**config.mk**
```make
export PLATFORM = sky130hd
export DESIGN_NAME = ntt_seq_ctrl
export DESIGN_NICKNAME = d
export VERILOG_FILES = /design/src/rtl/ntt_seq_ctrl.sv
export SDC_FILE = /design/constraint.sdc
export NUM_CORES = 1
export LEC_CHECK = 0
export ABC_AREA = 1
export CORE_ASPECT_RATIO = 1.2
export CORE_MARGIN = 2
export CORE_UTILIZATION = 55
export CTS_BUF_LIST = sky130_fd_sc_hd__clkbuf_4 sky130_fd_sc_hd__clkbuf_8
export CTS_CLUSTER_DIAMETER = 200
export DETAILED_ROUTE_END_ITERATION = 8
export GPL_ROUTABILITY_DRIVEN = 0
export PLACE_DENSITY = 0.86
export SLEW_MARGIN = 20
export SYNTH_ARGS = -nofsm -noshare
export SYNTH_HDL_FRONTEND = slang
export SYNTH_SLANG_ARGS = --single-unit
```
**constraint.sdc**
```tcl
create_clock -name clk -period 6.3 [get_ports clk]
set_input_delay 0.945 -clock clk [delete_from_list [all_inputs] [get_ports clk]]
set_output_delay 0.945 -clock clk [all_outputs]
set_load 0.02 [all_outputs]
```
**src/rtl/ntt_seq_ctrl.sv**
```systemverilog
`default_nettype none
// +--------------------------------------------------------------------------+
// | ntt_seq_ctrl : layer/pair sequencer for one radix-2 NTT/INTT butterfly.   |
// | Optional cyc_cnt output under NTT_SEQ_CTRL_CYCCNT_EN.   Rev 1.0           |
// +--------------------------------------------------------------------------+
module ntt_seq_ctrl #(
  parameter int LOGN   = 8,
  parameter int RD_LAT = 1,
  parameter int BF_LAT = 4
) (
  input  logic            clk,
  input  logic            rst_n,
  input  logic            start,
  input  logic [1:0]      mode_in,
  output logic            busy,
  output logic            done,
  output logic [1:0]      bf_mode,
  output logic [2:0]      layer,
  output logic            rd_en,
  output logic [LOGN-1:0] rd_addr_a,
  output logic [LOGN-1:0] rd_addr_b,
  output logic [LOGN-2:0] tw_idx,
  output logic            wr_en,
  output logic [LOGN-1:0] wr_addr_a,
  output logic [LOGN-1:0] wr_addr_b
`ifdef NTT_SEQ_CTRL_CYCCNT_EN
  ,
  output logic [15:0]     cyc_cnt
`endif
);

  localparam int D  = RD_LAT + BF_LAT;
  localparam int DW = (D > 1) ? $clog2(D) : 1;

  localparam logic [1:0] S_IDLE  = 2'd0;
  localparam logic [1:0] S_RUN   = 2'd1;
  localparam logic [1:0] S_DRAIN = 2'd2;
  localparam logic [1:0] S_DONE  = 2'd3;

  localparam logic [LOGN-2:0] P_LAST     = '1;
  localparam logic [LOGN-2:0] ONES       = '1;
  localparam logic [2:0]      LAST_LAYER = 3'(LOGN - 2);
  localparam logic [DW-1:0]   D_LAST     = DW'(D - 1);

  logic [1:0]      state, state_n;
  logic [LOGN-2:0] p, p_n;
  logic [2:0]      layer_n;
  logic [DW-1:0]   dcnt, dcnt_n;
  logic            inv, inv_n;

  int              shamt;
  logic [LOGN-2:0] g, j;
  logic [LOGN-1:0] addr_a_n, addr_b_n;
  logic [LOGN-2:0] tw_n;

  // State register
  always_ff @(posedge clk or negedge rst_n) begin
    if (!rst_n) begin
      state <= S_IDLE;
      p     <= '0;
      layer <= '0;
      dcnt  <= '0;
      inv   <= 1'b0;
    end else begin
      state <= state_n;
      p     <= p_n;
      layer <= layer_n;
      dcnt  <= dcnt_n;
      inv   <= inv_n;
    end
  end

  // Next-state logic
  always_comb begin
    state_n = state;
    p_n     = p;
    layer_n = layer;
    dcnt_n  = dcnt;
    inv_n   = inv;
    case (state)
      S_IDLE: begin
        if (start && !mode_in[1]) begin
          state_n = S_RUN;
          p_n     = '0;
          layer_n = '0;
          inv_n   = mode_in[0];
        end
      end
      S_RUN: begin
        if (p == P_LAST) begin
          state_n = S_DRAIN;
          dcnt_n  = '0;
        end else begin
          p_n = p + (LOGN-1)'(1);
        end
      end
      S_DRAIN: begin
        if (dcnt == D_LAST) begin
          if (layer < LAST_LAYER) begin
            state_n = S_RUN;
            layer_n = layer + 3'd1;
            p_n     = '0;
          end else begin
            state_n = S_DONE;
          end
        end else begin
          dcnt_n = dcnt + DW'(1);
        end
      end
      S_DONE:  state_n = S_IDLE;
      default: state_n = S_IDLE;
    endcase
  end

  // Output decode
  always_comb begin
    busy    = (state == S_RUN) || (state == S_DRAIN);
    done    = (state == S_DONE);
    bf_mode = busy ? {1'b0, inv} : 2'b11;
  end

  // Addresses for the pair about to be issued; shamt = log2(len) so g/j split p.
  always_comb begin
    shamt    = inv_n ? (int'(layer_n) + 1) : (LOGN - 1 - int'(layer_n));
    g        = p_n >> shamt;
    j        = p_n & (ONES >> (LOGN - 1 - shamt));
    addr_a_n = ({1'b0, g} << (shamt + 1)) + {1'b0, j};
    addr_b_n = addr_a_n + (LOGN'(1) << shamt);
    tw_n     = inv_n ? ((ONES >> layer_n) - g) : (((LOGN-1)'(1) << layer_n) + g);
  end

  always_ff @(posedge clk or negedge rst_n) begin
    if (!rst_n) begin
      rd_en     <= 1'b0;
      rd_addr_a <= '0;
      rd_addr_b <= '0;
      tw_idx    <= '0;
    end else begin
      rd_en <= (state_n == S_RUN);
      if (state_n == S_RUN) begin
        rd_addr_a <= addr_a_n;
        rd_addr_b <= addr_b_n;
        tw_idx    <= tw_n;
      end
    end
  end

  // Write-back delay line: stage D-1 lines up with the butterfly output.
  logic            dly_v [D];
  logic [LOGN-1:0] dly_a [D];
  logic [LOGN-1:0] dly_b [D];

  generate
    for (genvar i = 0; i < D; i++) begin : g_dly
      if (i == 0) begin : g_head
        always_ff @(posedge clk or negedge rst_n) begin
          if (!rst_n) begin
            dly_v[i] <= 1'b0;
            dly_a[i] <= '0;
            dly_b[i] <= '0;
          end else begin
            dly_v[i] <= rd_en;
            dly_a[i] <= rd_addr_a;
            dly_b[i] <= rd_addr_b;
          end
        end
      end else begin : g_tail
        always_ff @(posedge clk or negedge rst_n) begin
          if (!rst_n) begin
            dly_v[i] <= 1'b0;
            dly_a[i] <= '0;
            dly_b[i] <= '0;
          end else begin
            dly_v[i] <= dly_v[i-1];
            dly_a[i] <= dly_a[i-1];
            dly_b[i] <= dly_b[i-1];
          end
        end
      end
    end
  endgenerate

  assign wr_en     = dly_v[D-1];
  assign wr_addr_a = dly_a[D-1];
  assign wr_addr_b = dly_b[D-1];

`ifdef NTT_SEQ_CTRL_CYCCNT_EN
  always_ff @(posedge clk or negedge rst_n) begin
    if (!rst_n) begin
      cyc_cnt <= '0;
    end else if ((state == S_IDLE) && (state_n == S_RUN)) begin
      cyc_cnt <= '0;
    end else if (busy) begin
      cyc_cnt <= cyc_cnt + 16'd1;
    end
  end
`endif

endmodule
`default_nettype wire

```
==> results of run 1 <==
[cell type report]
cell class | count | area [µm²] | area share
Sequential cell | 125 | 3130 | 0.438
Multi-Input combinational cell | 421 | 2570 | 0.360
Timing Repair Buffer | 56 | 552 | 0.0772
Inverter | 81 | 314 | 0.0439
Clock buffer | 21 | 289 | 0.0404
Tap cell | 132 | 165 | 0.0231
Clock inverter | 10 | 128 | 0.0179
[how the worst min path moves through the flow]
stage / from / endpoint / slack [ps] / depth (start not counted)
3_3_place_gp: dly_b[29] / dly_b[21] / 330 / 0
3_5_place_dp: dly_a[36] / dly_a[28] / 330 / 0
4_1_cts: dly_b[22] / dly_b[14] / 340 / 0
5_1_grt: dly_b[38] / dly_b[30] / 350 / 0
6_report: dly_v[4] / dly_v[3] / 340 / 0
2_1_floorplan: dly_a[18] / dly_a[10] / 330 / 0
[critical path: cells and delay by family]
kind | cells | cell delay [ps]
AND/OR/NAND/NOR | 15 | 1450
AO/OA/AOI/OAI | 7 | 1240
adder cells (fa/ha/maj) | 3 | 1040
buffers and inverters | 9 | 1030
XOR/XNOR | 2 | 430
[cell usage in the layout (no fill, tap or decap), types with 4 or more instances in the layout]
| cell | instances |
|---|---|
| nand2_1 | 125 |
| dfrtp_1 | 125 |
| inv_1 | 72 |
| nand3_1 | 54 |
| clkdlybuf4s50_1 | 51 |
| nor2_1 | 48 |
| ha_1 | 41 |
| o21ai_0 | 35 |
| a21oi_1 | 33 |
| clkbuf_8 | 21 |
| nand2_2 | 9 |
| nand2_4 | 9 |
| xor2_1 | 7 |
| nand3_2 | 5 |
| nand4_1 | 5 |
| inv_2 | 5 |
| xnor2_1 | 5 |
| clkinv_4 | 4 |
| nand3b_1 | 4 |
| nor2_4 | 4 |
| nor3_1 | 4 |
| fa_1 | 4 |
| buf_4 | 4 |
[power groups by stage]
stage | clock, mW | sequential [mW] | combinational [mW]
after floorplan | 0 | 1.28 | 1.04
after global routing | 0.767 | 1.27 | 1.75
final | 0.717 | 1.23 | 1.60
after CTS | 0.733 | 1.24 | 1.58
after global placement | 0 | 1.22 | 1.49
after detailed placement | 0 | 1.24 | 1.56
[layer usage]
layer  GRT usage  wire (µm)  vias up
met2       0.400       6790      240
met3      0.0538        767       64
met1       0.282       5170     2276
met4       0.118        631        0
li1            -          -     2194
met5           0          0        -
[registers in the layout, indices dropped and copies added (netlist names), 7 cells and up]
name / cells
rd_addr_b: 8
wr_addr_b: 8
rd_addr_a: 8
tw_idx: 7
wr_addr_a: 8
p: 7
dly_b: 32
dly_a: 32
[timing repair]
| action | 4_1_cts | 5_1_grt |
|---|---|---|
| endpoints found under the setup margin | 0 | 1 |
| resized for setup | 0 | 1 |
| hold buffers | 0 | 0 |
[cells by family (layout without fill, tap and decap cells)]
kind of cell             Yosys count  count (layout)  synth area share
buffers and inverters            109             168            0.0824
XOR/XNOR                          12              12            0.0169
AND/OR/NAND/NOR                  274             274             0.214
flip-flops                       125             125             0.504
AO/OA/AOI/OAI                     89              89            0.0852
adder cells (fa/ha/maj)           46              46            0.0975
[through the flow]
step | power, mW | worst slack [ps] | utilization | std cells | hold WS [ps]
CTS | 3.55 | 459 | 0.647 | 846 | 338
detailed placement | 2.80 | 150 | 0.609 | 815 | 335
global placement | 2.71 | 453 | 0.609 | 815 | 331
finish | 3.55 | 462 | 0.648 | 846 | 336
global route | 3.78 | 22.5 | 0.648 | 846 | 346
floorplan | 2.32 | 932 | - | 655 | 331
==> results.tsv, run 1 <==
metric	value	unit
status	completed	
drt_first_pass_iters	6	
power_density	496	mW/mm²
cp_data_required_time	6620	ps
synth_top_area_share	0.504	
r2r_slack	490	ps
finalWirelength	13.4	mm
cpMaxStageDelayCell	clkdlybuf4s50_1	
final_net_count	753	
synth_fp_nets	706	
post-route-period-util	0.927	
hold_viol	0	
synth_async_sr_flop_share	1.00	
path_clk_slew	80	ps
r2r-end	rd_addr_b[7]	
endpoint	rd_addr_b[7]	
grt_start_max_net_pins	92	
via_per_inst	5.64	
pwr-share-clk	0.202	
clock_latency	440	ps
share_comb_of_total_power	0.451	
skew	14.9	ps
die_h	120	µm
synth-edff-count	0	
ys.flop_type	dfrtp_1	
switching_share	0.408	
worstSetupStartpointType	input port	
setup_violations	0	
synthesis.instances	655	
hp-class	reg2reg	
clock_path_buffers	2	
power.leakage	3.58	nW
r2r_start	state[0]	
overflow	0	
r2r_cells	35	
synth_cell_types	47	
fmaxAchievable	171	MHz
grt_first_pass_wirelength	22.4	mm
synth-seq-area-share	0.504	
cts_made_buffers	17	
htreeDepth	4	
nFillCells	843	
max_stage_delay	450	ps
vdd_ir_drop_max	0.227	mV
cts_tree	built	
track_usage	0.237	
core	0.0110	mm²
ctsRootBufferMaster	clkbuf_8	
critPathMaxFanout	13	
areaGrowthSynthToFinish	15.1	%
period_needed	5840	ps
ant_nets	0	
slew_headroom	0.489	
die_area	0.0122	mm²
tns	0	ps
place_area	0.00673	mm²
ioPinCount	53	
synth.area.top_cells	dfrtp_1 (50%), ha_1 (8.5%), nand2_1 (7.6%), inv_1 (4.4%), nand3_1 (4.4%)	
grt_pass1_vias	4798	
seqPwrFrac	0.347	
worstSetupEndpointType	flop	
intPower	2.10	mW
worst_pin_slew	766	ps
ys_warn_count	0	
drt-initial-drc-count	538	
antenna_found_initial	0	
cap_violations	0	
syn_area_per_cell	9.48	µm²
place.port_buffers	52	
dp.final_hpwl	9.44	mm
fin_area	0.00715	mm²
synth_common_cells	dfrtp_1 (125), nand2_1 (125), inv_1 (72)	
cp_common_cell	inv_1	
rows	42	
rsz0062_at_grt	false	
clkSinkCount	125	
start_util	0.563	
crit_start	mode_in[1]	
syn_area	0.00621	mm²
wl_per_cell	15.8	µm
vias	4774	
cts_setup_buffers	0	
drive_gt1_frac	0.118	
synth_area_leader_cell	dfrtp_1	
diodes	0	
ys_seq_elements	125	
arrival	6160	ps
fp.dieW	101	µm
worst-setup-path-type	in2reg	
power.switching	1.45	mW
drv_slew	0	
drc_errors	0	
(Power assumes the default switching activity.)
==> run 2, diff against run 1 <==
--- a/config.mk
+++ b/config.mk
@@ -5,7 +5,6 @@
 export SDC_FILE = /design/constraint.sdc
 export NUM_CORES = 1
 export LEC_CHECK = 0
-export ABC_AREA = 1
 export CORE_ASPECT_RATIO = 1.2
 export CORE_MARGIN = 2
 export CORE_UTILIZATION = 55
==> run 2 against run 1 <==
Effect of this change: largest cell class unchanged; worst setup slack got worse by 250 ps; sequential cell count did not move; register-to-register slack got worse by 190 ps.
==> results.tsv, run 2 <==
metric	value	unit	change
synth_top_area_share	0.493		was 0.504
core	0.0114	mm²	was 0.0110 mm²
power.leakage	3.75	nW	was 3.58 nW
power.switching	1.84	mW	was 1.45 mW
synth_fp_nets	668		was 706
share_comb_of_total_power	0.576		was 0.451
pwr-share-clk	0.147		was 0.202
drive_gt1_frac	0.172		was 0.118
synth.area.top_cells	dfrtp_1 (49%), ha_1 (8.3%), nand2_1 (4.4%), o21ai_0 (3.0%), a21oi_1 (2.9%)		was dfrtp_1 (50%), ha_1 (8.5%), nand2_1 (7.6%), inv_1 (4.4%), nand3_1 (4.4%)
ctsRootBufferMaster	clkbuf_8		unchanged
finalWirelength	13.5	mm	was 13.4 mm
overflow	0		unchanged
worstSetupStartpointType	input port		unchanged
tns	0	ps	unchanged
dp.final_hpwl	9.83	mm	was 9.44 mm
nFillCells	881		was 843
synth.most_common_cell	dfrtp_1		
clock_path_buffers	2		unchanged
ys.flop_type	dfrtp_1		unchanged
seqPwrFrac	0.277		was 0.347
ant_nets	0		unchanged
synth_async_sr_flop_share	1.00		unchanged
htreeDepth	4		unchanged
cap_violations	0		unchanged
vias	4885		was 4774
place.port_buffers	52		unchanged
worst_pin_slew	923	ps	was 766 ps
ys_seq_elements	125		unchanged
drc_errors	0		unchanged
fmaxAchievable	164	MHz	was 171 MHz
grt_start_max_net_pins	81		was 92
worstSetupEndpointType	flop		unchanged
layout_common_cells	dfrtp_1 (125), nand2_1 (74), clkdlybuf4s50_1 (51), ha_1 (40), buf_4 (40)		was nand2_1 (125), dfrtp_1 (125), inv_1 (72), nand3_1 (54), clkdlybuf4s50_1 (51)
holdWs	344	ps	was 336 ps
ys_warn_count	0		unchanged
via_per_inst	5.68		was 5.64
utilization	0.666		was 0.648
yosys.area_share.xor_xnor	0.0258		was 0.0169
path_clk_slew	70	ps	was 80 ps
ioPinCount	53		unchanged
setup_violations	0		unchanged
areaGrowthSynthToFinish	19.7	%	was 15.1%
final_net_count	742		was 753
hp-class	reg2reg		unchanged
status	completed		unchanged
synth-seq-area-share	0.493		was 0.504
syn_area	0.00635	mm²	was 0.00621 mm²
drv_slew	0		unchanged
synth-adder-area-share	0.0954		was 0.0975
synth-edff-count	0		unchanged
power	4.31	mW	was 3.55 mW
dpl_worst_slack	-489	ps	was 150 ps
antenna_found_initial	0		unchanged
track_usage	0.230		was 0.237
cp_data_required_time	6620	ps	about the same
slew_headroom	0.379		was 0.489
synth_simple_gate_area_frac	0.154		was 0.214
grt_pass1_vias	4927		was 4798
start_util	0.557		was 0.563
synth_common_cells	dfrtp_1 (125), nand2_1 (74), ha_1 (42)		was dfrtp_1 (125), nand2_1 (125), inv_1 (72)
drt-initial-drc-count	411		was 538
synth_mux_area_frac	0.0118		was 0
synth_cell_types	75		was 47
reg_top3	dly_a (32), dly_b (32)		unchanged
arrival	6410	ps	was 6160 ps
clkSinkCount	125		unchanged
rows	43		was 42
hold_viol	0		unchanged
fp.dieW	102	µm	was 101 µm
period_needed	6080	ps	was 5840 ps
worst-setup-path-type	in2reg		unchanged
fin_ws	216	ps	was 462 ps
hold_buffers	0		unchanged
switching_share	0.427		was 0.408
grt_first_pass_wirelength	22.3	mm	was 22.4 mm
cts_tree	built		unchanged
layout_commonest_cell	dfrtp_1		
diodes	0		unchanged
syn_area_per_cell	10.3	µm²	was 9.48 µm²
drt_first_pass_iters	5		was 6
vdd_ir_drop_max	0.387	mV	was 0.227 mV
synth_top_family_by_area	compound AO/OA/AOI/OAI gates		was simple AND/OR/NAND/NOR gates
synthesis.instances	617		was 655
post-route-period-util	0.966		was 0.927
die_h	122	µm	was 120 µm
power_density	566	mW/mm²	was 496 mW/mm²
die_area	0.0124	mm²	was 0.0122 mm²
synth_area_leader_cell	dfrtp_1		unchanged
skew	18.4	ps	was 14.9 ps
cts_made_buffers	17		unchanged
wl_per_cell	15.7	µm	was 15.8 µm
intPower	2.47	mW	was 2.10 mW
synth-compound-area-share	0.159		was 0.0852
critPathMaxFanout	22		was 13
clock_latency	420	ps	was 440 ps
==> run 2: changes by cell type in the layout (fill, tap and decap cells not counted), moves of 8 or more <==
cell      previous run  this run
nand2_1            125        74
nor2_1              48        30
and2_1               0        12
nand2b_1             0        10
nand2_4              9         0
nand2_2              9         1
buf_4                4        40
nand3_1             54        15
and3_1               0        10
inv_1               72        35
a21o_1               0        11
==> run 2: layout make-up <==
| class | instances | area, µm² | area share |
|---|---|---|---|
| Timing Repair Buffer | 93 | 851 | 0.112 |
| Inverter | 43 | 161 | 0.0212 |
| Multi-Input combinational cell | 411 | 2900 | 0.381 |
| Sequential cell | 125 | 3130 | 0.412 |
| Clock inverter | 10 | 91.3 | 0.0120 |
| Tap cell | 157 | 196 | 0.0258 |
| Clock buffer | 21 | 277 | 0.0364 |
==> run 2: kinds of logic (layout without fill, tap and decap cells) <==
| family | count (synthesis) | count (layout) |
|---|---|---|
| DFF | 125 | 125 |
| adders and majority gates | 46 | 46 |
| xor gates and xnor gates | 17 | 17 |
| muxes | 6 | 6 |
| AOI/OAI and AO/OA | 152 | 152 |
| buffers and inverters | 81 | 167 |
| and+or+nand+nor | 190 | 190 |
==> run 2: critical path, cell delays in order <==
cell and delay, ps:
clkdlybuf4s50_1 570, nand3b_4 110, nand3_1 100, and3_2 240, buf_12 170, inv_2 50
ha_1 210, ha_1 300, and2_4 160, nor2_4 180, ha_1 280, inv_1 100
nand3_1 140, or3_4 410, fa_1 560, inv_1 50, ha_1 290, a21o_1 190
a21oi_1 180, o21bai_1 100, a21oi_2 180, o21bai_1 90, a21oi_1 160, xor3_1 250
and3_1 200, o31ai_2 180
==> run 2: layer usage <==
metal,vias up,wire length (µm),track usage
li1,2273,-,-
met1,2341,5260,0.271
met2,221,7050,0.391
met3,50,684,0.0482
met4,0,489,0.119
met5,-,0,0
==> run 2: stage by stage <==
step | instances | area (µm²)
final | 860 | 7600
after global routing | 860 | 7600
after CTS | 858 | 7510
after detailed placement | 827 | 7140
after global placement | 827 | 7140
after floorplan | 617 | 6350
==> run 2: path summary, 6_finish.rpt <==
check | startpoint | to | slack [ps] | depth (start not counted)
setup / recovery | start | rd_addr_b[7] | 220 | 26
hold / removal | dly_a[8] | wr_addr_a[0] | 340 | 0
hold reg to reg | dly_a[8] | wr_addr_a[0] | 340 | 0
min in group asynchronous | rst_n | p[3] | 530 | 1
setup reg to reg | state[0] | rd_addr_b[7] | 300 | 28
max in group asynchronous | rst_n | dly_b[31] | 4420 | 2
==> run 2: timing repair <==
item,4_1_cts,5_1_grt
cloned,0,0
setup buffers,0,2
setup endpoints to repair,1,1
gates resized for setup,1,18
pin swaps,0,1
==> run 2: power by group through the flow <==
| stage | registers, mW | clock network [mW] | logic [mW] |
|---|---|---|---|
| after global routing | 1.22 | 0.687 | 2.70 |
| after detailed placement | 1.21 | 0 | 2.36 |
| after global placement | 1.19 | 0 | 2.25 |
| after CTS | 1.20 | 0.658 | 2.37 |
| after floorplan | 1.25 | 0 | 1.49 |
| final | 1.19 | 0.633 | 2.48 |
==> run 3, diff against run 2 <==
--- a/config.mk
+++ b/config.mk
@@ -9,7 +9,7 @@
 export CORE_MARGIN = 2
 export CORE_UTILIZATION = 55
 export CTS_BUF_LIST = sky130_fd_sc_hd__clkbuf_4 sky130_fd_sc_hd__clkbuf_8
-export CTS_CLUSTER_DIAMETER = 200
+export CTS_CLUSTER_DIAMETER = 100
 export DETAILED_ROUTE_END_ITERATION = 8
 export GPL_ROUTABILITY_DRIVEN = 0
 export PLACE_DENSITY = 0.86
==> results of run 3 <==
Same layout as run 2: the final DEF is identical, and so are final timing and power.
